$ cat config.mk
export PLATFORM = sky130hd
export DESIGN_NAME = l1d_data_pipe_evict_seq_flat
export DESIGN_NICKNAME = d
export VERILOG_FILES = /design/src/rtl/l1d_data_pipe_evict_seq_pkg.sv /design/src/rtl/l1d_data_pipe_evict_seq_if.sv /design/src/rtl/l1d_data_pipe_evict_seq_rr_arb.sv /design/src/rtl/l1d_data_pipe_evict_seq.sv /design/src/flat_wrapper.sv
export SDC_FILE = /design/constraint.sdc
export NUM_CORES = 1
export LEC_CHECK = 0
export ABC_AREA = 1
export CORE_UTILIZATION = 48
export DETAILED_ROUTE_END_ITERATION = 8
export GPL_TIMING_DRIVEN = 0
export HOLD_SLACK_MARGIN = 0.03
export PLACE_DENSITY = 0.76
export SYNTH_ARGS = -nofsm -noshare
export SYNTH_HDL_FRONTEND = slang
export SYNTH_SLANG_ARGS = --single-unit
$ cat constraint.sdc
create_clock -name clk -period 2.1 [get_ports clk]
set_input_delay 0.42 -clock clk [delete_from_list [all_inputs] [get_ports clk]]
set_output_delay 0.42 -clock clk [all_outputs]
set_load 0.03 [all_outputs]
$ cat src/rtl/l1d_data_pipe_evict_seq_pkg.sv
// l1d_data_pipe_evict_seq_pkg: shared L1D widths and payload types for the eviction sequencer
package l1d_data_pipe_evict_seq_pkg;
    localparam int L1D_OFFSET_WIDTH  = 2;
    localparam int L1D_OFFSET_MAX    = (1 << L1D_OFFSET_WIDTH) - 1;
    localparam int L1D_INDEX_WIDTH   = 6;
    localparam int L1D_WAY_WIDTH     = 2;
    localparam int L1D_MSHR_ID_WIDTH = 4;
    localparam int BEATS             = L1D_OFFSET_MAX + 1;

    typedef struct packed {
        logic [L1D_INDEX_WIDTH-1:0]   index;
        logic [L1D_WAY_WIDTH-1:0]     way;
        logic [L1D_OFFSET_WIDTH-1:0]  offset;
        logic [L1D_MSHR_ID_WIDTH-1:0] mshr_id;
    } pack_evict_req_pld;

    typedef struct packed {
        logic [L1D_INDEX_WIDTH-1:0]  index;
        logic [L1D_WAY_WIDTH-1:0]    way;
        logic [L1D_OFFSET_WIDTH-1:0] offset;
    } pack_evict_dat_addr;

    typedef struct packed {
        pack_evict_dat_addr           evict_dat_addr;
        logic [L1D_MSHR_ID_WIDTH-1:0] evict_id;
    } pack_evict_dat_pld;

    typedef struct packed {
        logic [L1D_INDEX_WIDTH-1:0]   index;
        logic [L1D_WAY_WIDTH-1:0]     way;
        logic [L1D_MSHR_ID_WIDTH-1:0] mshr_id;
    } pack_evq_entry;
endpackage

$ cat src/rtl/l1d_data_pipe_evict_seq_if.sv
// l1d_data_pipe_evict_seq_if: request, beat, clean and credit signals of the eviction sequencer
interface l1d_data_pipe_evict_seq_if
    import l1d_data_pipe_evict_seq_pkg::*;
#(
    parameter int N_SRC   = 2,
    parameter int CRD_MAX = 8,
    parameter int CRD_W   = $clog2(CRD_MAX + 1)
);
    logic [N_SRC-1:0]             evict_req_vld;
    logic [N_SRC-1:0]             evict_req_rdy;
    pack_evict_req_pld [N_SRC-1:0] evict_req_pld;
    logic                         evict_dat_vld;
    logic                         evict_dat_rdy;
    pack_evict_dat_pld            evict_dat_pld;
    logic                         evict_dat_last;
    logic                         evict_dat_ram_clean_en;
    logic [L1D_MSHR_ID_WIDTH-1:0] evict_dat_ram_clean_id;
    logic                         adp_crd_rtn;
    logic [CRD_W-1:0]             crd_cnt;
    logic                         evq_busy;
    logic                         crd_ovf_err;

    modport master (
        output evict_req_vld, evict_req_pld, evict_dat_rdy, adp_crd_rtn,
        input  evict_req_rdy, evict_dat_vld, evict_dat_pld, evict_dat_last,
               evict_dat_ram_clean_en, evict_dat_ram_clean_id, crd_cnt, evq_busy, crd_ovf_err
    );

    modport slave (
        input  evict_req_vld, evict_req_pld, evict_dat_rdy, adp_crd_rtn,
        output evict_req_rdy, evict_dat_vld, evict_dat_pld, evict_dat_last,
               evict_dat_ram_clean_en, evict_dat_ram_clean_id, crd_cnt, evq_busy, crd_ovf_err
    );
endinterface

$ cat src/rtl/l1d_data_pipe_evict_seq_rr_arb.sv
// l1d_rr_arb: round-robin one-hot arbiter; pointer moves past the winner only on accept
module l1d_rr_arb #(
    parameter int N = 2
) (
    input  logic         clk,
    input  logic         rst,
    input  logic [N-1:0] req,
    input  logic         accept,
    output logic [N-1:0] grant
);
    localparam int PW = N > 1 ? $clog2(N) : 1;

    logic [PW-1:0] ptr_q, ptr_d, gidx, j;

    // scan from the highest offset down so the requester nearest the pointer wins
    always_comb begin
        grant = '0;
        gidx  = ptr_q;
        j     = '0;
        for (int k = N - 1; k >= 0; k--) begin
            j = PW'((int'(ptr_q) + k) % N);
            if (req[j]) begin
                grant    = '0;
                grant[j] = 1'b1;
                gidx     = j;
            end
        end
        ptr_d = accept ? ((gidx == PW'(N - 1)) ? '0 : gidx + PW'(1)) : ptr_q;
    end

    // priority pointer register
    always_ff @(posedge clk) begin
        if (rst) ptr_q <= '0;
        else     ptr_q <= ptr_d;
    end
endmodule

$ cat src/rtl/l1d_data_pipe_evict_seq.sv
// l1d_data_pipe_evict_seq: queues MSHR evictions and expands each into credit-gated data-RAM read beats
module l1d_data_pipe_evict_seq
    import l1d_data_pipe_evict_seq_pkg::*;
#(
    parameter int N_SRC     = 2,
    parameter int EVQ_DEPTH = 4,
    parameter int CRD_MAX   = 8,
    parameter int CRD_W     = $clog2(CRD_MAX + 1)
) (
    input logic                    clk,
    input logic                    rst,
    l1d_data_pipe_evict_seq_if.slave bus
);
    localparam int AW  = $clog2(EVQ_DEPTH);
    localparam int PW1 = AW + 1;

    logic [AW:0]                  wr_ptr_q, wr_ptr_d, rd_ptr_q, rd_ptr_d;
    pack_evq_entry [EVQ_DEPTH-1:0] mem_q, mem_d;
    logic [L1D_OFFSET_WIDTH-1:0]  beat_cnt_q, beat_cnt_d;
    logic [CRD_W-1:0]             crd_q, crd_d;
    logic                         ovf_q, ovf_d, clean_en_q, clean_en_d;
    logic [L1D_MSHR_ID_WIDTH-1:0] clean_id_q, clean_id_d;
    logic [N_SRC-1:0]             grant;
    logic                         empty, full, push, pop, hs, vld, last, sat;
    pack_evq_entry                head, in_ent;

    assign empty = wr_ptr_q == rd_ptr_q;
    assign full  = (wr_ptr_q ^ rd_ptr_q) == {1'b1, {AW{1'b0}}};
    assign push  = !full && |grant;

    l1d_rr_arb #(.N(N_SRC)) u_arb (
        .clk    (clk),
        .rst    (rst),
        .req    (bus.evict_req_vld),
        .accept (push),
        .grant  (grant)
    );

    // queue, beat and credit next-state; request offset is dropped since lines restart at beat 0
    always_comb begin
        in_ent = '0;
        for (int i = 0; i < N_SRC; i++)
            if (grant[i]) in_ent = '{index:   bus.evict_req_pld[i].index,
                                     way:     bus.evict_req_pld[i].way,
                                     mshr_id: bus.evict_req_pld[i].mshr_id};
        head       = mem_q[rd_ptr_q[AW-1:0]];
        vld        = !empty && (crd_q != '0);
        hs         = vld && bus.evict_dat_rdy;
        last       = beat_cnt_q == L1D_OFFSET_WIDTH'(BEATS - 1);
        pop        = hs && last;
        mem_d      = mem_q;
        if (push) mem_d[wr_ptr_q[AW-1:0]] = in_ent;
        wr_ptr_d   = wr_ptr_q + PW1'(push);
        rd_ptr_d   = rd_ptr_q + PW1'(pop);
        beat_cnt_d = beat_cnt_q + L1D_OFFSET_WIDTH'(hs);
        sat        = bus.adp_crd_rtn && !hs && (crd_q == CRD_W'(CRD_MAX));
        crd_d      = sat ? crd_q : crd_q + CRD_W'(bus.adp_crd_rtn) - CRD_W'(hs);
        ovf_d      = ovf_q || sat;
        clean_en_d = pop;
        clean_id_d = pop ? head.mshr_id : clean_id_q;
    end

    // state registers
    always_ff @(posedge clk) begin
        if (rst) begin
            wr_ptr_q   <= '0;
            rd_ptr_q   <= '0;
            mem_q      <= '0;
            beat_cnt_q <= '0;
            crd_q      <= CRD_W'(CRD_MAX);
            ovf_q      <= 1'b0;
            clean_en_q <= 1'b0;
            clean_id_q <= '0;
        end else begin
            wr_ptr_q   <= wr_ptr_d;
            rd_ptr_q   <= rd_ptr_d;
            mem_q      <= mem_d;
            beat_cnt_q <= beat_cnt_d;
            crd_q      <= crd_d;
            ovf_q      <= ovf_d;
            clean_en_q <= clean_en_d;
            clean_id_q <= clean_id_d;
        end
    end

    assign bus.evict_req_rdy          = full ? '0 : grant;
    assign bus.evict_dat_vld          = vld;
    assign bus.evict_dat_pld          = {head.index, head.way, beat_cnt_q, head.mshr_id};
    assign bus.evict_dat_last         = last;
    assign bus.evict_dat_ram_clean_en = clean_en_q;
    assign bus.evict_dat_ram_clean_id = clean_id_q;
    assign bus.crd_cnt                = crd_q;
    assign bus.evq_busy               = !empty;
    assign bus.crd_ovf_err            = ovf_q;
endmodule

$ cat src/flat_wrapper.sv
// flat-port wrapper written by rule: the top's interface ports become plain ports
module l1d_data_pipe_evict_seq_flat import l1d_data_pipe_evict_seq_pkg::*;
#(
    parameter int N_SRC     = 2,
    parameter int EVQ_DEPTH = 4,
    parameter int CRD_MAX   = 8,
    parameter int CRD_W     = $clog2(CRD_MAX + 1)
)
  (clk, rst, bus_evict_req_vld, bus_evict_req_pld, bus_evict_dat_rdy, bus_adp_crd_rtn, bus_evict_req_rdy, bus_evict_dat_vld, bus_evict_dat_pld, bus_evict_dat_last, bus_evict_dat_ram_clean_en, bus_evict_dat_ram_clean_id, bus_crd_cnt, bus_evq_busy, bus_crd_ovf_err);
  l1d_data_pipe_evict_seq_if #(.N_SRC(N_SRC), .CRD_MAX(CRD_MAX), .CRD_W(CRD_W)) bus_i ();
  input logic clk;
  input logic rst;
  input wire logic [$bits(bus_i.evict_req_vld)-1:0] bus_evict_req_vld;
  input wire logic [$bits(bus_i.evict_req_pld)-1:0] bus_evict_req_pld;
  input wire logic [$bits(bus_i.evict_dat_rdy)-1:0] bus_evict_dat_rdy;
  input wire logic [$bits(bus_i.adp_crd_rtn)-1:0] bus_adp_crd_rtn;
  output wire logic [$bits(bus_i.evict_req_rdy)-1:0] bus_evict_req_rdy;
  output wire logic [$bits(bus_i.evict_dat_vld)-1:0] bus_evict_dat_vld;
  output wire logic [$bits(bus_i.evict_dat_pld)-1:0] bus_evict_dat_pld;
  output wire logic [$bits(bus_i.evict_dat_last)-1:0] bus_evict_dat_last;
  output wire logic [$bits(bus_i.evict_dat_ram_clean_en)-1:0] bus_evict_dat_ram_clean_en;
  output wire logic [$bits(bus_i.evict_dat_ram_clean_id)-1:0] bus_evict_dat_ram_clean_id;
  output wire logic [$bits(bus_i.crd_cnt)-1:0] bus_crd_cnt;
  output wire logic [$bits(bus_i.evq_busy)-1:0] bus_evq_busy;
  output wire logic [$bits(bus_i.crd_ovf_err)-1:0] bus_crd_ovf_err;
  assign bus_i.evict_req_vld = bus_evict_req_vld;
  assign bus_i.evict_req_pld = bus_evict_req_pld;
  assign bus_i.evict_dat_rdy = bus_evict_dat_rdy;
  assign bus_i.adp_crd_rtn = bus_adp_crd_rtn;
  assign bus_evict_req_rdy = bus_i.evict_req_rdy;
  assign bus_evict_dat_vld = bus_i.evict_dat_vld;
  assign bus_evict_dat_pld = bus_i.evict_dat_pld;
  assign bus_evict_dat_last = bus_i.evict_dat_last;
  assign bus_evict_dat_ram_clean_en = bus_i.evict_dat_ram_clean_en;
  assign bus_evict_dat_ram_clean_id = bus_i.evict_dat_ram_clean_id;
  assign bus_crd_cnt = bus_i.crd_cnt;
  assign bus_evq_busy = bus_i.evq_busy;
  assign bus_crd_ovf_err = bus_i.crd_ovf_err;
  l1d_data_pipe_evict_seq #(.N_SRC(N_SRC), .EVQ_DEPTH(EVQ_DEPTH), .CRD_MAX(CRD_MAX), .CRD_W(CRD_W)) u_core (.clk(clk), .rst(rst), .bus(bus_i));
endmodule
After elaboration in Yosys (flattened, before gate mapping)
Cells that the tools add are included.
{"block": "word_totals", "mem_count": 0, "word_cells": 75, "ramBits": 0, "ff_bits": 67, "rom_bits": 0, "latch_bits": 0, "out_inout_bits": 29}
{"block": "classes", "order_cmp": 7, "addsub": 7, "bitwise_logic": 1, "shift": 0, "multipliers": 0, "div_mod_pow": 0, "reduce_logical": 15, "n_eq_ne": 4, "mux": 21}
{"op": "bitwise mux 48 bit", "n": 1}
{"op": "2-to-1 mux 12 bit", "n": 4}
{"op": "binary-select mux 12 bit (select 2 bit)", "n": 1}
{"op": "demux 12 bit (select 2 bit)", "n": 1}
{"op": "logical AND 1 bit", "n": 9}
{"op": "2-to-1 mux 1 bit", "n": 9}
{"op": "adder 3 x 1 -> 3 bit", "n": 2}
{"op": "less-than comparator 2 x 3 -> 1 bit, second input constant", "n": 2}
{"op": "2-to-1 mux 2 bit", "n": 3}
{"op": "adder 4 x 1 -> 4 bit", "n": 1}
{"op": "== test 4 bit, second input constant", "n": 1}
{"op": "less-than comparator 1 x 2 -> 1 bit, second input constant", "n": 2}
{"op": "nonzero test 4 bit", "n": 1}
{"op": "subtractor 4 x 1 -> 4 bit", "n": 1}
{"op": "== test 3 bit", "n": 1}
{"op": "== test 3 bit, second input constant", "n": 1}
{"op": "logical NOT 1 bit", "n": 3}
{"op": "XOR 3 bit", "n": 1}
{"op": "adder 1 bit, second input constant", "n": 2}
{"op": "adder 2 x 1 -> 2 bit", "n": 1}
{"op": "demux 1 bit (select 1 bit)", "n": 2}
{"op": "== test 2 bit, second input constant", "n": 1}
{"op": ">= comparator 1 bit, second input constant", "n": 2}
{"op": ">= comparator 2 x 1 -> 1 bit, second input constant", "n": 1}
{"op": "other kinds (2)", "n": 2}

Logic depth before layout (Yosys ltp)
Gate-level depths: netlist (run 1).
{"block": "logic_depth", "depth_word": 10, "depth_mapped": 15, "mapped_depth_nobuf": 15}

By module
From an unflattened synthesis (run 1), not the netlist that was laid out.
{"block": "unflattened", "cells_unflattened": 565, "hier_area_um2": 3582.2}
{"module": "l1d_data_pipe_evict_seq", "n_inst": 1, "area_each_um2": 3469.6, "seq_area_each_um2": 1321.3, "cells_per_inst": 546}
{"module": "l1d_rr_arb", "n_inst": 1, "area_each_um2": 112.6, "seq_area_each_um2": 20.0, "cells_per_inst": 19}

Worst setup path before layout (run 1)
OpenSTA, ideal clock, no wires.
{"block": "synth_path", "path_kind": "register -> register", "start": "reg u_core.wr_ptr_q[0]", "end": "reg u_core.crd_q[2] (netlist: u_core.bus.crd_cnt[2])", "path_slack_ns": -0.321, "period_less_slack_ns": 2.421, "setup_ns": 0.113, "t_arrival_ns": 2.307, "path_buffers": 0, "stages_incl_launch_ff": 14, "cell_sequence": "dfxtp_1 xnor2_1 nand3_2 nand3_2 inv_1 ha_1 inv_1 ha_1 inv_1 fa_1 xor2_1 nand2_1 nand2_1 nor2_1"}
{"block": "synth_between", "elab_chain_cells": 7, "word_cells_on_any_way": 8, "classes_between": "add/sub (1); eq/ne (1); reduce/logical (6)"}
{"item": "from (decl)", "line": "l1d_data_pipe_evict_seq.sv:17", "text": "logic [AW:0] wr_ptr_q, wr_ptr_d, rd_ptr_q, rd_ptr_d;"}
{"item": "from (signal assigned)", "line": "l1d_data_pipe_evict_seq.sv:75", "text": "wr_ptr_q <= wr_ptr_d;"}
{"item": "== test 3 bit (*)", "line": "l1d_data_pipe_evict_seq.sv:27", "text": "assign empty = wr_ptr_q == rd_ptr_q;"}
{"item": "logical NOT 1 bit (*)"}
{"item": "named net bus_evq_busy", "line": "flat_wrapper.sv:24", "text": "output wire logic [$bits(bus_i.evq_busy)-1:0] bus_evq_busy;"}
{"item": "logical AND 1 bit (*)", "line": "l1d_data_pipe_evict_seq.sv:47", "text": "vld = !empty && (crd_q != '0);"}
{"item": "logical AND 1 bit (*)", "line": "l1d_data_pipe_evict_seq.sv:48", "text": "hs = vld && bus.evict_dat_rdy;"}
{"item": "branches (longest 3 deep; another with subtractor 4 x 1 -> 4 bit)"}
{"item": "to (signal assigned)", "line": "l1d_data_pipe_evict_seq.sv:70", "text": "crd_q <= CRD_W'(CRD_MAX);"}
{"item": "to (signal assigned)", "line": "l1d_data_pipe_evict_seq.sv:79", "text": "crd_q <= crd_d;"}
{"item": "to (decl)", "line": "l1d_data_pipe_evict_seq.sv:20", "text": "logic [CRD_W-1:0] crd_q, crd_d;"}
Mark *: on every way through the listed nets, which the timed path passes.
A chain may end at the register's enable or synchronous reset.

Worst setup path in the final report (run 1)
{"block": "layout_path", "start": "reg u_core.rd_ptr_q[1]", "end": "out bus_evict_dat_pld[3]"}
{"block": "layout_between", "elab_chain_cells": 2}
{"item": "from (decl)", "line": "l1d_data_pipe_evict_seq.sv:17"}
{"item": "from (signal assigned)", "line": "l1d_data_pipe_evict_seq.sv:76", "text": "rd_ptr_q <= rd_ptr_d;"}
{"item": "binary-select mux 12 bit (select 2 bit)", "line": "l1d_data_pipe_evict_seq.sv:46", "text": "head = mem_q[rd_ptr_q[AW-1:0]];"}
{"item": "2-to-1 mux 12 bit (not written as such)", "line": "l1d_data_pipe_evict_seq.sv:46"}
{"item": "to (decl)", "line": "flat_wrapper.sv:19", "text": "output wire logic [$bits(bus_i.evict_dat_pld)-1:0] bus_evict_dat_pld;"}
No other way between the ends. The select of a mux whose other input is x is not followed.

==> results.sh, run 1 <==
export IMPL_synth_area_mm2=0.00372
export IMPL_synth_cell_types=30
export IMPL_rows=31
export IMPL_arrival_ns=1.65
export IMPL_insertion_delay_ns=0.35
export IMPL_dpl_hpwl_um=6700
export IMPL_synthXorXnorAreaFrac_pct=1.41
export IMPL_yosys_area_share_adder_pct=4.57
export IMPL_grt_pass1_wl_um=15500
export IMPL_fin_cells=743
export IMPL_drt_first_pass_iters=5
export IMPL_cts_sinks=67
export IMPL_cap_violations=0
export IMPL_setup_tns_ns=0
export IMPL_clkTransAtPathRegs_ns=0.06
export IMPL_placed_cells=715
export IMPL_synth_mux_area_share_pct=0
export IMPL_setup_worst_path_end_class="output pin"
export IMPL_max_vdd_ir_drop_mv=0.745
export IMPL_critPathRequiredTime_ns=1.68
export IMPL_drtAntennaViolNets=0
export IMPL_setup_violations=0
export IMPL_cts_buffer_depth=2
export IMPL_finalCriticalPeriod_ns=2.07
export IMPL_crit_path_max_fanout=10
export IMPL_whs_path_depth=2
export IMPL_drcViolationCount=0
export IMPL_grt_max_degree=17
export IMPL_portBuffers=58
export IMPL_diodes=0
export IMPL_gp_congestion=0.823
export IMPL_start_util_pct=50.5
export IMPL_die_area_mm2=0.00811
export IMPL_slew_violations=0
export IMPL_routed_wl_um=9780
export IMPL_die_h_um=90.1
export IMPL_vias=3661
export IMPL_htree_num_levels=3
export IMPL_power_density_mw_per_mm2=1350
export IMPL_path_buf_inv=4
export IMPL_ys_seq_area_share_pct=36.0
export IMPL_core_area_mm2=0.00737
export IMPL_io_pins=63
export IMPL_rsz0062_at_grt="true"
export IMPL_place_ws_ns=-0.976
export IMPL_syn_nets=605
export IMPL_path_delay_family="buffers and inverters"
export IMPL_synth_area_per_cell_um2=6.67
export IMPL_cts_root_buf="clkbuf_8"
export IMPL_path_cells="inv_6 > buf_4 > clkbuf_8 > a21oi_1 > a21oi_1 > buf_2"
export IMPL_ys_warn_count=0
export IMPL_antenna_found_initial=0
export IMPL_vias_per_cell=4.93
export IMPL_most_common_layout_cells="inv_1 (120), nand2_1 (112), nor2_1 (74), dfxtp_1 (60), o21ai_1 (58)"
export IMPL_synthSimpleGateAreaFrac_pct=25.1
export IMPL_hold_path_class="flop to flop"
export IMPL_grt_pass1_vias=3327
export IMPL_layout_setup_ws_ns=0.0314
export IMPL_grt_use_total_pct=24.2
export IMPL_cts_tree="built"
export IMPL_chipWidth_um=90.1
export IMPL_p_leak_nw=2.32
export IMPL_fin_skew_ns=0.00904
export IMPL_cpMostUsedCell="a21oi_1"
export IMPL_slowest_delay_ns=0.36
export IMPL_ys_ff_latch=67
export IMPL_synth_top_family_by_area="simple AND/OR/NAND/NOR gates"
export IMPL_cts_hold_buf=0
export IMPL_final_common_cell="inv_1"
export IMPL_cts_buffers=9
export IMPL_hold_violations=0
export IMPL_grt_overflow_total=0
export IMPL_worstSetupStartpointType="flop"
export IMPL_worst_slew_pin_slew_ns=0.527
export IMPL_critical_path_class="flop to output pin"
export IMPL_post_route_period_util_pct=98.5
export IMPL_cp_slowest_cell="dfxtp_4"
export IMPL_slew_headroom_pct=64.9
export IMPL_syn2layout_area_growth_pct=29.2
export IMPL_critical_path_depth=6
export IMPL_status="complete, no violations"
export IMPL_final_net_count=687
export IMPL_clock_fmax_ghz=0.483
export IMPL_finalPower_mw=6.48
export IMPL_synth_compound_area_share_pct=15.5
export IMPL_avgRoutedWirePerCell_um=13.2
export IMPL_drt_initial_drc_count=223
export IMPL_drive_gt1_share_pct=16.6
export IMPL_r2r_cells=13
export IMPL_synthCells=558
## kinds of logic (layout without fill, tap and decap cells)
kind of cell | after synthesis | in the layout
buffers and inverters | 152 | 238
flip-flops | 67 | 67
XOR/XNOR | 6 | 6
AO/OA/AOI/OAI | 110 | 110
adder cells (fa/ha/maj) | 13 | 13
AND/OR/NAND/NOR | 210 | 210
## worst reg2reg max path, cell delays in order (launching register included)
cell and delay [ns]:
dfxtp_4 0.39, xnor2_4 0.21, nand3_4 0.13, nand3_4 0.12
inv_4 0.04, ha_4 0.21, inv_4 0.05, ha_4 0.13
inv_2 0.03, fa_2 0.34, xor2_1 0.15, nand2_1 0.06
nand2_1 0.05, nor2_1 0.09
## cells in the mapped netlist (all sizes together)
cell | n | area [um2]
fa | 1 | 20.0
xor2 | 1 | 8.76
nand3 | 11 | 115
nor2 | 74 | 278
clkbuf | 10 | 37.5
ha | 12 | 150
xnor2 | 5 | 43.8
dfxtp | 67 | 1340
and3 | 1 | 6.26
o21ai | 72 | 387
clkinv | 2 | 7.51
inv | 127 | 477
buf | 13 | 126
nand3b | 1 | 20.0
a21oi | 38 | 190
nand2 | 120 | 475
nor3 | 1 | 5.00
nand4 | 2 | 33.8
## layout make-up
class                      instances  area (um2)
timing repair buffer              72         642
clock inverter                     3        16.3
tap                               99         124
inverter                         129         499
fill                             650        2560
multi-input combinational        339        1830
sequential                        67        1360
buffer                            22         196
clock buffer                      12         135
## timing repair
| action | in CTS | in global routing |
|---|---|---|
| setup buffers | 4 | 10 |
| resized for setup | 99 | 36 |
| pin swaps | 3 | 7 |
| setup endpoints to repair | 20 | 14 |
## state kept, by name, indices dropped and copies added (netlist names)
register,flops
u_core.mem_q,48
u_core.u_arb.ptr_q,1
u_core.wr_ptr_q,3
u_core.bus.crd_cnt,4
u_core.bus.crd_ovf_err,1
u_core.bus.evict_dat_ram_clean_id,4
u_core.rd_ptr_q,3
u_core.beat_cnt_q,2
u_core.bus.evict_dat_ram_clean_en,1
## report_power, final
group / total [mW] / switching [mW] / internal [mW]
clock: 0.895 / 0.475 / 0.420
sequential: 1.89 / 0.215 / 1.67
combinational: 3.70 / 2.27 / 1.43
## stage by stage
| step | hold slack (ns) | area (um2) | utilization (%) |
|---|---|---|---|
| final | 0.476 | 4810 | 65.3 |
| after global routing | 0.515 | 4810 | 65.3 |
| after CTS | 0.480 | 4660 | 63.2 |
| after detailed placement | 0.465 | 4490 | 60.9 |
| after global placement | 0.450 | 4490 | 60.9 |
| after floorplan | 0.475 | 3780 | - |
## routing by layer
| layer | GRT usage, % | vias to the layer above | wire [um] |
|---|---|---|---|
| li1 | - | 1854 | - |
| met3 | 4.99 | 14 | 713 |
| met5 | 0 | - | 0 |
| met4 | 7.39 | 0 | 118 |
| met1 | 31.0 | 1657 | 4270 |
| met2 | 40.7 | 136 | 4680 |
## final timing paths
path                                              from                     end  slack, ns
worst min-delay path            u_core.bus.crd_ovf_err  u_core.bus.crd_ovf_err       0.48
worst max-delay path                u_core.rd_ptr_q[1]    bus_evict_dat_pld[3]       0.03
worst min register to register  u_core.bus.crd_ovf_err  u_core.bus.crd_ovf_err       0.48
worst max register to register      u_core.rd_ptr_q[0]   u_core.bus.crd_cnt[2]       0.06
Power figures use the tool's default switching activity.
==> run 2: changes to the inputs <==
--- a/config.mk
+++ b/config.mk
@@ -7,8 +7,8 @@
 export LEC_CHECK = 0
 export ABC_AREA = 1
 export CORE_UTILIZATION = 48
+export CTS_CLUSTER_SIZE = 14
 export DETAILED_ROUTE_END_ITERATION = 8
-export GPL_TIMING_DRIVEN = 0
 export HOLD_SLACK_MARGIN = 0.03
 export PLACE_DENSITY = 0.76
 export SYNTH_ARGS = -nofsm -noshare
==> run 2 against run 1 <==
  * Sequential cell count is the same
  * Count of clock-buffer cells in the layout shrank 2
  * Cell count shrank 0.54%
  * Critical path depth grew 4
  * Die area is the same
  * Critical endpoint is now u_core.bus.crd_cnt[1]
==> results.sh, run 2 (synthesis results as in run 1) <==
export IMPL_syn2layout_area_growth_pct=30.3
export IMPL_finalPower_mw=6.65
export IMPL_worstReg2RegStart="u_core.rd_ptr_q[0]"
export IMPL_setup_worst_path_end_class="flop"
export IMPL_most_common_layout_cells="inv_1 (119), nand2_1 (114), nor2_1 (74), dfxtp_1 (58), o21ai_1 (57)"
export IMPL_cts_buffers=9
export IMPL_htree_num_levels=3
export IMPL_final_net_count=682
export IMPL_arrival_ns=2.32
export IMPL_status="complete, no violations"
export IMPL_layout_setup_ws_ns=0.0260
export IMPL_portBuffers=58
export IMPL_dpl_hpwl_um=5590
export IMPL_antenna_found_initial=0
export IMPL_cts_tree="built"
export IMPL_min_to="u_core.bus.crd_ovf_err"
export IMPL_grt_overflow_total=0
export IMPL_place_ws_ns=-0.259
export IMPL_finalCriticalPeriod_ns=2.07
export IMPL_slowest_delay_ns=0.44
export IMPL_drcViolationCount=0
export IMPL_multi_input_area_mm2=0.00182
export IMPL_path_delay_family="adder cells"
export IMPL_largest_register="u_core.mem_q"
export IMPL_rsz0062_at_grt="true"
export IMPL_diodes=0
export IMPL_power_density_mw_per_mm2=1370
export IMPL_drt_first_pass_iters=4
export IMPL_fin_skew_ns=0.00805
export IMPL_grt_max_degree=56
export IMPL_r2r_cells=10
export IMPL_drtAntennaViolNets=0
export IMPL_p_leak_nw=2.34
export IMPL_rows=31
export IMPL_seqCellArea_mm2=0.00136
export IMPL_design_area_mm2=0.00485
export IMPL_routed_wl_um=8460
export IMPL_min_from="u_core.bus.crd_ovf_err"
export IMPL_vias=3447
export IMPL_path_buf_inv=3
export IMPL_cts_sinks=67
export IMPL_cts_root_buf="clkbuf_8"
export IMPL_max_vdd_ir_drop_mv=0.869
export IMPL_die_area_mm2=0.00811
export IMPL_path_cells="xnor2_4 > nand3_4 > nand3_2 > inv_2 > ha_4 > inv_4 > ha_4 > inv_2 > fa_2 > nor3_1"
export IMPL_core_area_mm2=0.00737
export IMPL_crit_path_max_fanout=3
export IMPL_cts_buffer_depth=2
export IMPL_whs_path_depth=2
export IMPL_place_area_mm2=0.00457
export IMPL_drt_initial_drc_count=179
export IMPL_worst_slew_pin_slew_ns=0.543
export IMPL_slew_headroom_pct=63.8
export IMPL_grt_pass1_wl_um=14700
export IMPL_drive_gt1_share_pct=17.7
export IMPL_critical_path_class="flop to flop"
export IMPL_grt_pass1_vias=3384
export IMPL_io_pins=63
export IMPL_grt_use_total_pct=22.2
export IMPL_nFillCells=631
export IMPL_die_h_um=90.1
export IMPL_avgRoutedWirePerCell_um=11.4
export IMPL_insertion_delay_ns=0.34
export IMPL_hold_path_class="flop to flop"
export IMPL_post_route_period_util_pct=98.8
export IMPL_chipWidth_um=90.1
export IMPL_vias_per_cell=4.66
export IMPL_reg2reg_slack_ns=0.03
export IMPL_cts_hold_buf=0
export IMPL_gp_congestion=0.734
export IMPL_final_common_cell="inv_1"
export IMPL_setup_violations=0
export IMPL_largest_reg_flops=48
export IMPL_slew_violations=0
export IMPL_hold_violations=0
export IMPL_clock_fmax_ghz=0.482
export IMPL_cp_slowest_cell="fa_2"
export IMPL_reg2reg_to="u_core.bus.crd_cnt[1]"
export IMPL_critPathRequiredTime_ns=2.35
export IMPL_cap_violations=0
export IMPL_worstSetupStartpointType="flop"
export IMPL_clkTransAtPathRegs_ns=0.07
export IMPL_start_util_pct=50.5
run 2: stage by stage:
step | utilization, % | cells | hold WS (ns) | setup TNS [ns]
5_1_grt | 65.8 | 739 | 0.491 | -0.0826
6_report | 65.8 | 739 | 0.468 | 0
3_3_place_gp | 62.0 | 719 | 0.464 | -3.70
3_5_place_dp | 62.0 | 719 | 0.455 | -6.07
4_1_cts | 64.8 | 736 | 0.473 | 0
2_1_floorplan | - | 558 | 0.475 | 0
run 2: worst max-delay path by stage:
stage / startpoint / endpoint / slack [ns] / cells past startpoint
3_5_place_dp: bus_evict_req_vld[0] / u_core.wr_ptr_q[2] / -0.26 / 12
5_1_grt: u_core.wr_ptr_q[1] / u_core.bus.crd_cnt[1] / -0.05 / 12
6_report: u_core.rd_ptr_q[0] / u_core.bus.crd_cnt[1] / 0.03 / 10
3_3_place_gp: bus_evict_req_vld[0] / u_core.wr_ptr_q[2] / -0.22 / 12
2_1_floorplan: u_core.rd_ptr_q[0] / u_core.bus.crd_cnt[2] / 0.003 / 13
4_1_cts: u_core.bus.crd_cnt[2] / u_core.bus.crd_cnt[2] / 0.005 / 14
run 2: where the power goes:
group / switching, mW / internal [mW]
registers: 0.210 / 1.67
logic: 2.15 / 1.53
clock network: 0.506 / 0.580
total: 2.87 / 3.78
run 2: worst min-delay path, cell delays in order (launching register included):
cell and delay [ns]:
dfxtp_1 0.33, nor2_1 0.05, nor2_1 0.06
run 2: final cells by class:
| cell class | count | area share, % |
|---|---|---|
| clock buffers | 10 | 2.84 |
| inverters | 129 | 10.0 |
| well taps | 99 | 2.55 |
| clock inverters | 6 | 1.34 |
| flip-flops and latches | 67 | 28.1 |
| repair buffers | 89 | 17.6 |
| multi-input cells | 339 | 37.5 |
run 2: metal layers:
metal  vias up  GRT usage [%]  share of wire, %
li1       1845              -                 -
met2        71           40.2                50
met1      1520           25.5                45
met3        11           5.58               4.0
met4         0           6.59               1.1
met5         -              0                 0
run 2: timing repair:
item	4_1_cts	5_1_grt
cloned	0	0
pin swaps	0	4
endpoints found under the setup margin	4	13
gates resized for setup	5	25
buffers inserted	1	3
==> run 3: changes to the inputs <==
--- a/config.mk
+++ b/config.mk
@@ -6,11 +6,13 @@
 export NUM_CORES = 1
 export LEC_CHECK = 0
 export ABC_AREA = 1
-export CORE_UTILIZATION = 48
+export CELL_PAD_IN_SITES_DETAIL_PLACEMENT = 1
+export CELL_PAD_IN_SITES_GLOBAL_PLACEMENT = 1
+export CORE_UTILIZATION = 34
 export CTS_CLUSTER_SIZE = 14
 export DETAILED_ROUTE_END_ITERATION = 8
 export HOLD_SLACK_MARGIN = 0.03
-export PLACE_DENSITY = 0.76
+export PLACE_DENSITY_LB_ADDON = 0.1
 export SYNTH_ARGS = -nofsm -noshare
 export SYNTH_HDL_FRONTEND = slang
 export SYNTH_SLANG_ARGS = --single-unit
==> run 3 against run 2 <==
  * Clock skew barely moved
  * First-iteration DRC count shrank 40%
  * Sequential share of layout area is 1.0 points lower
  * Die area up 40%
  * Wire length increased by 16%
  * Core utilization is 18 points lower
  * Final area up 3.6%
  * Worst setup slack improved by 0.013 ns
  * Global-route usage down 3.2 points
==> results.sh, run 3 (synthesis results as in run 1) <==
export IMPL_portBuffers=58
export IMPL_insertion_delay_ns=0.35
export IMPL_post_route_period_util_pct=98.1
export IMPL_cts_root_buf="clkbuf_8"
export IMPL_finalCriticalPeriod_ns=2.06
export IMPL_r2r_cells=13
export IMPL_die_h_um=107
export IMPL_htree_num_levels=3
export IMPL_drtAntennaViolNets=0
export IMPL_p_leak_nw=2.41
export IMPL_vias=3541
export IMPL_setup_worst_path_end_class="flop"
export IMPL_slew_headroom_pct=74.6
export IMPL_cts_buffers=9
export IMPL_drt_first_pass_iters=4
export IMPL_worst_slew_pin_slew_ns=0.378
export IMPL_critical_path_class="flop to flop"
export IMPL_core_area_mm2=0.0105
export IMPL_holdWs_ns=0.483
export IMPL_place_ws_ns=-0.238
export IMPL_grt_max_degree=56
export IMPL_clock_fmax_ghz=0.485
export IMPL_routed_wl_um=9800
export IMPL_drive_gt1_share_pct=19.6
export IMPL_crit_path_max_fanout=3
export IMPL_chipWidth_um=107
export IMPL_max_vdd_ir_drop_mv=0.519
export IMPL_largest_reg_flops=48
export IMPL_diodes=0
export IMPL_arrival_ns=2.31
export IMPL_reg2reg_slack_ns=0.04
export IMPL_antenna_found_initial=0
export IMPL_grt_use_total_pct=19.0
export IMPL_io_pins=63
export IMPL_whs_path_depth=2
export IMPL_avgRoutedWirePerCell_um=12.5
export IMPL_final_common_cell="inv_1"
export IMPL_status="complete, no violations"
export IMPL_final_net_count=691
export IMPL_syn2layout_area_growth_pct=34.9
export IMPL_grt_pass1_wl_um=16900
export IMPL_clkTransAtPathRegs_ns=0.08
export IMPL_vias_per_cell=4.51
export IMPL_dpl_hpwl_um=6950
export IMPL_hold_path_class="flop to flop"
export IMPL_start_util_pct=35.6
export IMPL_drt_initial_drc_count=107
export IMPL_most_common_layout_cells="inv_1 (119), nand2_1 (113), nor2_1 (73), o21ai_1 (57), dfxtp_1 (57)"
export IMPL_hold_violations=0
export IMPL_grt_pass1_vias=3649
export IMPL_grt_overflow_total=0
export IMPL_layout_setup_ws_ns=0.0394
export IMPL_setup_violations=0
export IMPL_cts_tree="built"
export IMPL_critPathRequiredTime_ns=2.35
export IMPL_largest_register="u_core.mem_q"
export IMPL_cts_buffer_depth=2
export IMPL_slew_violations=0
export IMPL_drcViolationCount=0
export IMPL_worstSetupStartpointType="flop"
export IMPL_fin_skew_ns=0.00809
export IMPL_die_area_mm2=0.0114
export IMPL_rows=37
export IMPL_power_density_mw_per_mm2=1380
export IMPL_nFillCells=1376
export IMPL_cts_sinks=67
export IMPL_gp_congestion=0.745
export IMPL_cap_violations=0
==> run 3: changes by cell type in the layout (fill, tap and decap cells not counted), moves of 2 or more <==
| cell | delta |
|---|---|
| dfxtp_2 | +2 |
| clkinv_4 | -2 |
| buf_6 | +2 |
| buf_4 | +7 |
==> run 3: metal layers <==
| metal | share of wire [%] | up-vias | track usage, % |
|---|---|---|---|
| met5 | 0 | - | 0 |
| met3 | 2.7 | 16 | 2.55 |
| li1 | - | 1848 | - |
| met2 | 48 | 58 | 32.7 |
| met1 | 47 | 1619 | 23.4 |
| met4 | 2.3 | 0 | 8.61 |
==> run 3: final timing paths <==
path | start | end
worst max register to register | u_core.rd_ptr_q[0] | u_core.bus.crd_cnt[2]
worst min-delay path | u_core.bus.crd_ovf_err | u_core.bus.crd_ovf_err
worst max-delay path | u_core.rd_ptr_q[0] | u_core.bus.crd_cnt[2]
worst min register to register | u_core.bus.crd_ovf_err | u_core.bus.crd_ovf_err
==> run 3: worst max-delay path, cell delays in order, from the launching register on <==
cell	delay, ns
dfxtp_4	0.38
xnor2_4	0.20
nand3_4	0.13
nand3_4	0.11
inv_4	0.04
ha_4	0.21
inv_2	0.06
ha_4	0.13
inv_2	0.04
fa_2	0.33
xor2_1	0.16
nand2_1	0.08
nand2_1	0.07
nor2_1	0.04
==> run 3: cell type report <==
class                           count  area (um2)  share of cell area (%)
Clock buffer                       10         149                    2.96
Multi-Input combinational cell    339        1860                    37.0
Timing Repair Buffer               98         931                    18.5
Inverter                          129         489                    9.74
Tap cell                          136         170                    3.39
Clock inverter                      6        61.3                    1.22
Sequential cell                    67        1360                    27.1
==> run 3: timing repair <==
action                     in CTS  in global routing
setup endpoints to repair      16                 17
buffers inserted                2                  3
hold buffers                    0                  0
pin swaps                       1                  7
gates resized for setup        14                 28
==> run 3: stage by stage <==
| step | utilization [%] | instances | TNS (ns) | instance area (um2) | power (mW) |
|---|---|---|---|---|---|
| after floorplan | - | 558 | 0 | 3780 | 4.44 |
| after global placement | 44.7 | 764 | -0.791 | 4670 | 5.47 |
| after detailed placement | 44.7 | 764 | -5.09 | 4670 | 5.68 |
| after CTS | 47.1 | 782 | 0 | 4930 | 6.90 |
| after global routing | 48.0 | 785 | -0.0463 | 5020 | 7.57 |
| final | 48.0 | 785 | 0 | 5020 | 6.95 |
==> run 3: power breakdown <==
group	switching, mW	internal [mW]	leakage (nW)
logic	2.29	1.63	1.76
clock network	0.532	0.618	0.108
registers	0.205	1.67	0.551
